--- src/rtl/instr_fetch3.sv ---
// Fetch stage 3: selects the instruction word, tags it and buffers it in a small queue for decode.
// Optional performance counters are enabled by defining FETCH3_PERF_CNT_EN.
module instr_fetch3 #(
   parameter int DEPTH   = 4,
   parameter int PADDR_W = 34
) (
   input  logic               i_clk,
   input  logic               i_rst_n,
   input  logic               i_flush,
   input  logic               i_valid,
   input  logic [31:0]        i_pc,
   input  logic [PADDR_W-1:0] i_paddr,
   input  logic               i_page_fault,
   input  logic               i_icache_miss,
   input  logic [31:0]        i_icache_miss_data,
   input  logic [31:0]        i_icache_data,
   output logic               o_stall,
   output logic               o_valid,
   output logic [31:0]        o_instr,
   output logic [31:0]        o_pc,
   output logic [PADDR_W-1:0] o_paddr,
   output logic               o_page_fault,
   input  logic               i_ready,
   input  logic [31:0]        i_log_fd
`ifdef FETCH3_PERF_CNT_EN
   ,
   output logic [31:0]        o_perf_fetched,
   output logic [31:0]        o_perf_full_cycles
`endif
);

   localparam int PTR_W = $clog2(DEPTH);
   localparam int CNT_W = PTR_W + 1;

   logic [PTR_W-1:0]   rd_ptr;
   logic [PTR_W-1:0]   wr_ptr;
   logic [CNT_W-1:0]   count;

   logic [31:0]        mem_instr [DEPTH];
   logic [31:0]        mem_pc    [DEPTH];
   logic [PADDR_W-1:0] mem_paddr [DEPTH];
   logic               mem_pf    [DEPTH];

   logic [31:0]        word;
   logic               push;
   logic               pop;

   // A faulting fetch carries no usable data, so it always enqueues a zero word.
   always_comb begin
      word = i_icache_data;
      if (i_page_fault) begin
         word = 32'h0;
      end else if (i_icache_miss) begin
         word = i_icache_miss_data;
      end
   end

   assign o_stall = (count == CNT_W'(DEPTH));
   assign o_valid = (count != '0);
   assign push    = i_valid & ~o_stall & ~i_flush;
   assign pop     = o_valid & i_ready & ~i_flush;

   always_ff @(posedge i_clk or negedge i_rst_n) begin
      if (!i_rst_n) begin
         rd_ptr <= '0;
         wr_ptr <= '0;
         count  <= '0;
      end else if (i_flush) begin
         rd_ptr <= '0;
         wr_ptr <= '0;
         count  <= '0;
      end else begin
         if (push) begin
            wr_ptr <= wr_ptr + PTR_W'(1);
         end
         if (pop) begin
            rd_ptr <= rd_ptr + PTR_W'(1);
         end
         if (push && !pop) begin
            count <= count + CNT_W'(1);
         end else if (pop && !push) begin
            count <= count - CNT_W'(1);
         end
      end
   end

   // Storage needs no reset: the head outputs are gated by count.
   always_ff @(posedge i_clk) begin
      if (push) begin
         mem_instr[wr_ptr] <= word;
         mem_pc[wr_ptr]    <= i_pc;
         mem_paddr[wr_ptr] <= i_paddr;
         mem_pf[wr_ptr]    <= i_page_fault;
      end
   end

   always_comb begin
      o_instr      = '0;
      o_pc         = '0;
      o_paddr      = '0;
      o_page_fault = 1'b0;
      if (o_valid) begin
         o_instr      = mem_instr[rd_ptr];
         o_pc         = mem_pc[rd_ptr];
         o_paddr      = mem_paddr[rd_ptr];
         o_page_fault = mem_pf[rd_ptr];
      end
   end

`ifdef FETCH3_PERF_CNT_EN
   // Counters survive flushes so they reflect whole-run activity.
   always_ff @(posedge i_clk or negedge i_rst_n) begin
      if (!i_rst_n) begin
         o_perf_fetched     <= '0;
         o_perf_full_cycles <= '0;
      end else begin
         if (push) begin
            o_perf_fetched <= o_perf_fetched + 32'd1;
         end
         if (o_stall) begin
            o_perf_full_cycles <= o_perf_full_cycles + 32'd1;
         end
      end
   end
`endif

`ifndef SYNTHESIS
   always @(posedge i_clk) begin
      if (i_rst_n && (i_log_fd != 32'd0)) begin
         if (push) begin
            $display("[IF3] Push PC @ %h, Instr: %h, PF: %d", i_pc, word, i_page_fault);
         end
         if (pop) begin
            $display("[IF3] Pop PC @ %h", o_pc);
         end
      end
   end
`endif

endmodule

--- config.mk ---
export PLATFORM = sky130hd
export DESIGN_NAME = instr_fetch3
export DESIGN_NICKNAME = d
export VERILOG_FILES = /design/src/rtl/instr_fetch3.sv
export SDC_FILE = /design/constraint.sdc
export NUM_CORES = 1
export LEC_CHECK = 0
export BUFFER_PORTS_ARGS = -buffer_cell sky130_fd_sc_hd__buf_4
export CAP_MARGIN = 20
export CORE_MARGIN = 1
export CORE_UTILIZATION = 45
export DETAILED_ROUTE_END_ITERATION = 6
export MAX_ROUTING_LAYER = met4
export PLACE_DENSITY = 0.65
export SLEW_MARGIN = 25
export SYNTH_ARGS = -nofsm -noshare
export SYNTH_HDL_FRONTEND = slang
export SYNTH_SLANG_ARGS = --single-unit
--- constraint.sdc ---
create_clock -name i_clk -period 4.64 [get_ports i_clk]
set_input_delay 0.464 -clock i_clk [delete_from_list [all_inputs] [get_ports i_clk]]
set_output_delay 0.464 -clock i_clk [all_outputs]
set_load 0.01 [all_outputs]
Word-level counts from Yosys, hierarchy flattened. Memory sizes are Yosys's and may differ from the RTL's. Index checks and enable logic that the tools add are counted.

Add/subtract/negate cells: 4. Eq/ne operators: 1. Mux-type cells: 15. Bitwise logic cells: 6. Reductions and logical operators: 8.

Operators by type and width (number): 32-bit 2-to-1 mux (4); 34-bit 2-to-1 mux (1); 3-bit 2-to-1 mux (3); 2-bit 2-to-1 mux (4); 3-bit nonzero test (2); 2-bit by 1-bit adder with 2-bit output, second input constant (2); 1-bit AND (4); 2-bit nonzero test (2); 3-bit by 1-bit adder with 3-bit output, second input constant (1); 3-bit == test, second input constant (1); 1-bit 2-to-1 mux (3); 3-bit by 1-bit subtractor with 3-bit output, second input constant (1); 1-bit logical AND (2); 1-bit logical NOT (2); 1-bit NOT (2).

Flip-flop bits (word level): 7. RAM bits: 396. Bits of input ports: 169. Output and inout port bits: 101. Logic and storage cells: 41. Memories: 4.

Memories: mem_paddr (words 4, bits a word 34, rd ports 1, clocked after memory_dff 0, write ports 1, RTL line 41) `logic [PADDR_W-1:0] mem_paddr [DEPTH];`; mem_instr (words 4, bits a word 32, rd ports 1, clocked after memory_dff 0, write ports 1, RTL line 39) `logic [31:0] mem_instr [DEPTH];`; mem_pc (words 4, bits a word 32, rd ports 1, clocked after memory_dff 0, write ports 1, RTL line 40) `logic [31:0] mem_pc [DEPTH];`; mem_pf (words 4, bits a word 1, rd ports 1, clocked after memory_dff 0, write ports 1, RTL line 42) `logic mem_pf [DEPTH];`.

Longest topological paths before layout.
Word-level depth: 9. Gate-level depth with buffers: 7. Mapped depth without buffers: 6.

Worst setup path after synthesis. No wires, ideal clock.

Path type: flip-flop to flip-flop. Start: register count[2]. End: memory mem_instr[0][0] (enable). Setup time: 0.469 ns. Arrival: 3.248 ns. Data required time: 4.171 ns. Slack: 0.923 ns. Cell stages (with the launch flop): 5. Buffers on the path: 1. Clock period less this slack: 3.717 ns. Path through: dfrtp_1 -> buf_2 -> nor3b_2 -> nor3_1 -> and2_1.

Longest elaborated chain between the ends: 6.

Ends and longest elaborated chain: from (decl) (RTL line 37) `logic [CNT_W-1:0] count;`; from (signal assigned) (RTL line 80) `count <= count + CNT_W'(1);`; from (signal assigned) (RTL line 82) `count <= count - CNT_W'(1);`; 3-bit == test (RTL line 58) `assign o_stall = (count == CNT_W'(DEPTH));`; named net o_stall (RTL line 17) `output logic o_stall,`; 1-bit NOT (RTL line 60) `assign push = i_valid & ~o_stall & ~i_flush;`; 1-bit AND (2 in a row) (RTL line 60); 1-bit 2-to-1 mux (RTL line 89) `if (push) begin`; 1-bit 2-to-1 mux (not written as such) (RTL line 90) `mem_instr[wr_ptr] <= word;`; to (decl) (RTL line 39).

The timed path passes the listed nets, and every way through them passes these cells.

Final worst setup path.
Start: register rd_ptr[1]. End: output o_paddr[16].

Longest elaborated chain between the ends: 2.

Ends and longest elaborated chain: from (decl) (RTL line 35) `logic [PTR_W-1:0] rd_ptr;`; from (signal assigned) (RTL line 77) `rd_ptr <= rd_ptr + PTR_W'(1);`; memory 4 x 34 bit; 34-bit 2-to-1 mux (RTL line 102) `if (o_valid) begin`; to (decl) (RTL line 21) `output logic [PADDR_W-1:0] o_paddr,`.

Every way passes these cells.

==> impl_metrics.env <==
export IMPL_nets=1180
export IMPL_drt_wirelength_per_cell_um=20.9
export IMPL_synthesis_instances=758
export IMPL_cts_sinks=403
export IMPL_clk_path_buf_depth=3
export IMPL_placed_cell_area_mm2=0.0182
export IMPL_yosys_area_top_type="edfxtp_1"
export IMPL_holdWs_ns=0.140
export IMPL_min_period_over_period_pct=65.2
export IMPL_antenna_found_initial=0
export IMPL_die_w_um=190
export IMPL_rsz0062_at_grt="no"
export IMPL_syn_area_mm2=0.0160
export IMPL_hold_viol_final=0
export IMPL_pre_cts_slack_ns=1.96
export IMPL_syn_area_per_cell_um2=21.1
export IMPL_post_cts_setup_buffers=0
export IMPL_cts_tree="yes"
export IMPL_grt_first_pass_wirelength_mm=47.5
export IMPL_cts_buffers=42
export IMPL_synth_nets=932
export IMPL_clkTransAtPathRegs_ns=0.06
export IMPL_status="finished clean"
export IMPL_synth_area_leaders="edfxtp_1 (74%), mux4_2 (14%), and2_1 (4.0%)"
export IMPL_ys_ff_latch=403
export IMPL_synth_seq_area_share_pct=75.5
export IMPL_p_leak_nw=6.77
export IMPL_die_h_um=190
export IMPL_grt_max_degree=83
export IMPL_cp_slowest_stage_delay_ns=0.88
export IMPL_critPathLaunchType="register"
export IMPL_ys_flop_type="edfxtp_1"
export IMPL_vias=7838
export IMPL_max_slew_worst_pin_slew_ns=0.949
export IMPL_grt_overflow=0
export IMPL_hpwl_mm=18.2
export IMPL_grt_pass1_vias=8356
export IMPL_fillers=2689
export IMPL_drtAntennaViolNets=0
export IMPL_portBuffers=237
export IMPL_slew_headroom_pct=36.8
export IMPL_start_util_pct=46.0
export IMPL_max_vdd_ir_drop_v=0.000353
export IMPL_cp_arrival_ns=2.56
export IMPL_fin_crit_ns=3.02
export IMPL_routed_wl_mm=31.1
export IMPL_drive_above_1_share_pct=39.5
export IMPL_cp_slowest_cell="dfrtp_4"
export IMPL_synth_edff_count=396
export IMPL_maxCapViolations=0
export IMPL_insertion_delay_ns=0.52
export IMPL_track_usage_pct=18.0
export IMPL_synth_top_area_share_pct=74.4
export IMPL_hp_class="in -> reg"
export IMPL_endpoint_kind="output port"
export IMPL_multiInputGateArea_mm2=0.00365
export IMPL_slew_violations=0
export IMPL_root_buffer="clkbuf_16"
export IMPL_drc=0
export IMPL_num_antenna_cells=0
export IMPL_worstPathRequired_ns=4.18
export IMPL_dieArea_mm2=0.0363
export IMPL_crit_path_max_fanout=56
export IMPL_regArea_mm2=0.0121
export IMPL_setup_slack_ns=1.62
export IMPL_finalSetupViolations=0
export IMPL_crit_chain="buf_12, mux4_2, and2_1, buf_4"
export IMPL_synthToLayoutAreaGrowth_pct=22.3
export IMPL_num_rows=68
export IMPL_design_area_mm2=0.0195
export IMPL_synth_cell_types=29
export IMPL_crit_type="reg -> out"
export IMPL_via_per_inst=5.26
export IMPL_core_mm2=0.0347
export IMPL_first_pass_iters=4
export IMPL_h_tree_depth=2
export IMPL_clock_skew_ns=0.0152
export IMPL_gp_congestion=0.677
export IMPL_io_pins=270
export IMPL_yosysWarnings=0
export IMPL_tns_ns=0
export IMPL_drt_iter0_markers=378
export IMPL_power_density_mw_per_mm2=527
export IMPL_ys_async_sr_fraction_pct=1.74
export IMPL_fmax_ghz=0.331
==> area by class of cell <==
class,instances,area share [%]
sequential,403,61.8
multi-input combinational,306,18.7
timing repair buffer,248,9.93
clock buffer,61,5.90
tap,455,2.91
clock inverter,12,0.692
inverter,5,0.0960
==> per-layer routing <==
metal  vias up  part of all wire (%)  routed length (um)  global-route usage, %
met4         0                   1.6                 492                   4.15
met5         -                     0                   0                      -
met3        45                   5.6                1740                   3.74
met1      4041                    43               13300                   22.9
met2       221                    50               15600                   29.7
li1       3531                     -                   -                      -
==> registers in the layout, indices dropped and copies added, names as in the netlist <==
signal     flops
count          3
wr_ptr         2
rd_ptr         2
mem_pf         4
mem_pc       128
mem_paddr    136
mem_instr    128
==> critical path: cells and delay by family (launching register included) <==
kind,cells,cell delay [ns]
buf+inv,2,0.52
flops,1,0.88
mux,1,0.38
simple gates,1,0.18
==> path summary, 6_finish.rpt <==
| check | startpoint | to | slack [ns] | depth (start not counted) |
|---|---|---|---|---|
| worst max-delay path | rd_ptr[1] | o_paddr[16] | 1.62 | 4 |
| worst min-delay path | i_pc[31] | mem_pc[1][31] | 0.14 | 1 |
| worst max register to register | count[2] | mem_paddr[2][10] | 2.08 | 4 |
| worst min register to register | wr_ptr[1] | wr_ptr[1] | 0.60 | 2 |
| max in group asynchronous | i_rst_n | rd_ptr[1] | 4.21 | 2 |
| min in group asynchronous | i_rst_n | rd_ptr[0] | 0.29 | 2 |
==> kinds of logic (layout without fill, tap and decap cells) <==
family	count (synthesis)	after routing	synth area share, %
DFF	403	403	75.5
xor gates and xnor gates	2	2	0.110
muxes	135	135	16.2
buffers and inverters	49	326	1.75
and+or+nand+nor	153	153	5.43
AOI/OAI and AO/OA	11	11	0.548
adders and majority gates	5	5	0.438
==> where the power goes <==
part	switching (mW)	internal [mW]	leakage [nW]
Sequential	0.0892	4.21	3.70
Combinational	1.37	1.49	2.44
Clock	1.27	1.89	0.628
==> cell usage after synthesis (all sizes together) (3+ instances only) <==
cell type and count:
buf 27, mux2i 34, ha 4, inv 5, nand3b 3, edfxtp 396, clkbuf 17, nor2 41
dfrtp 7, mux4 99, and2 103
==> stage by stage <==
step                instances  util, %  power, mW
finish                   1490     56.3       10.3
global route             1490     56.3       10.8
CTS                      1490     56.3       10.5
detailed placement       1416     52.5       7.31
global placement         1416     52.5       7.28
floorplan                 758        -       6.07
==> cells in the final DEF (no fill, tap or decap), types with 4 or more instances in the layout <==
| cell type | instances |
|---|---|
| and2_1 | 99 |
| buf_4 | 241 |
| mux4_2 | 99 |
| buf_12 | 6 |
| clkinv_2 | 5 |
| edfxtp_1 | 396 |
| clkbuf_1 | 17 |
| dfrtp_1 | 5 |
| inv_1 | 5 |
| mux2i_1 | 34 |
| nor2_1 | 41 |
| and2_4 | 4 |
| ha_1 | 4 |
| clkbuf_16 | 43 |
==> what timing repair did <==
| item | in CTS | in global routing |
|---|---|---|
| gates resized for setup | 0 | 0 |
| hold endpoints to repair | 7 | 0 |
| hold buffers | 1 | 0 |
(Power assumes the default switching activity.)
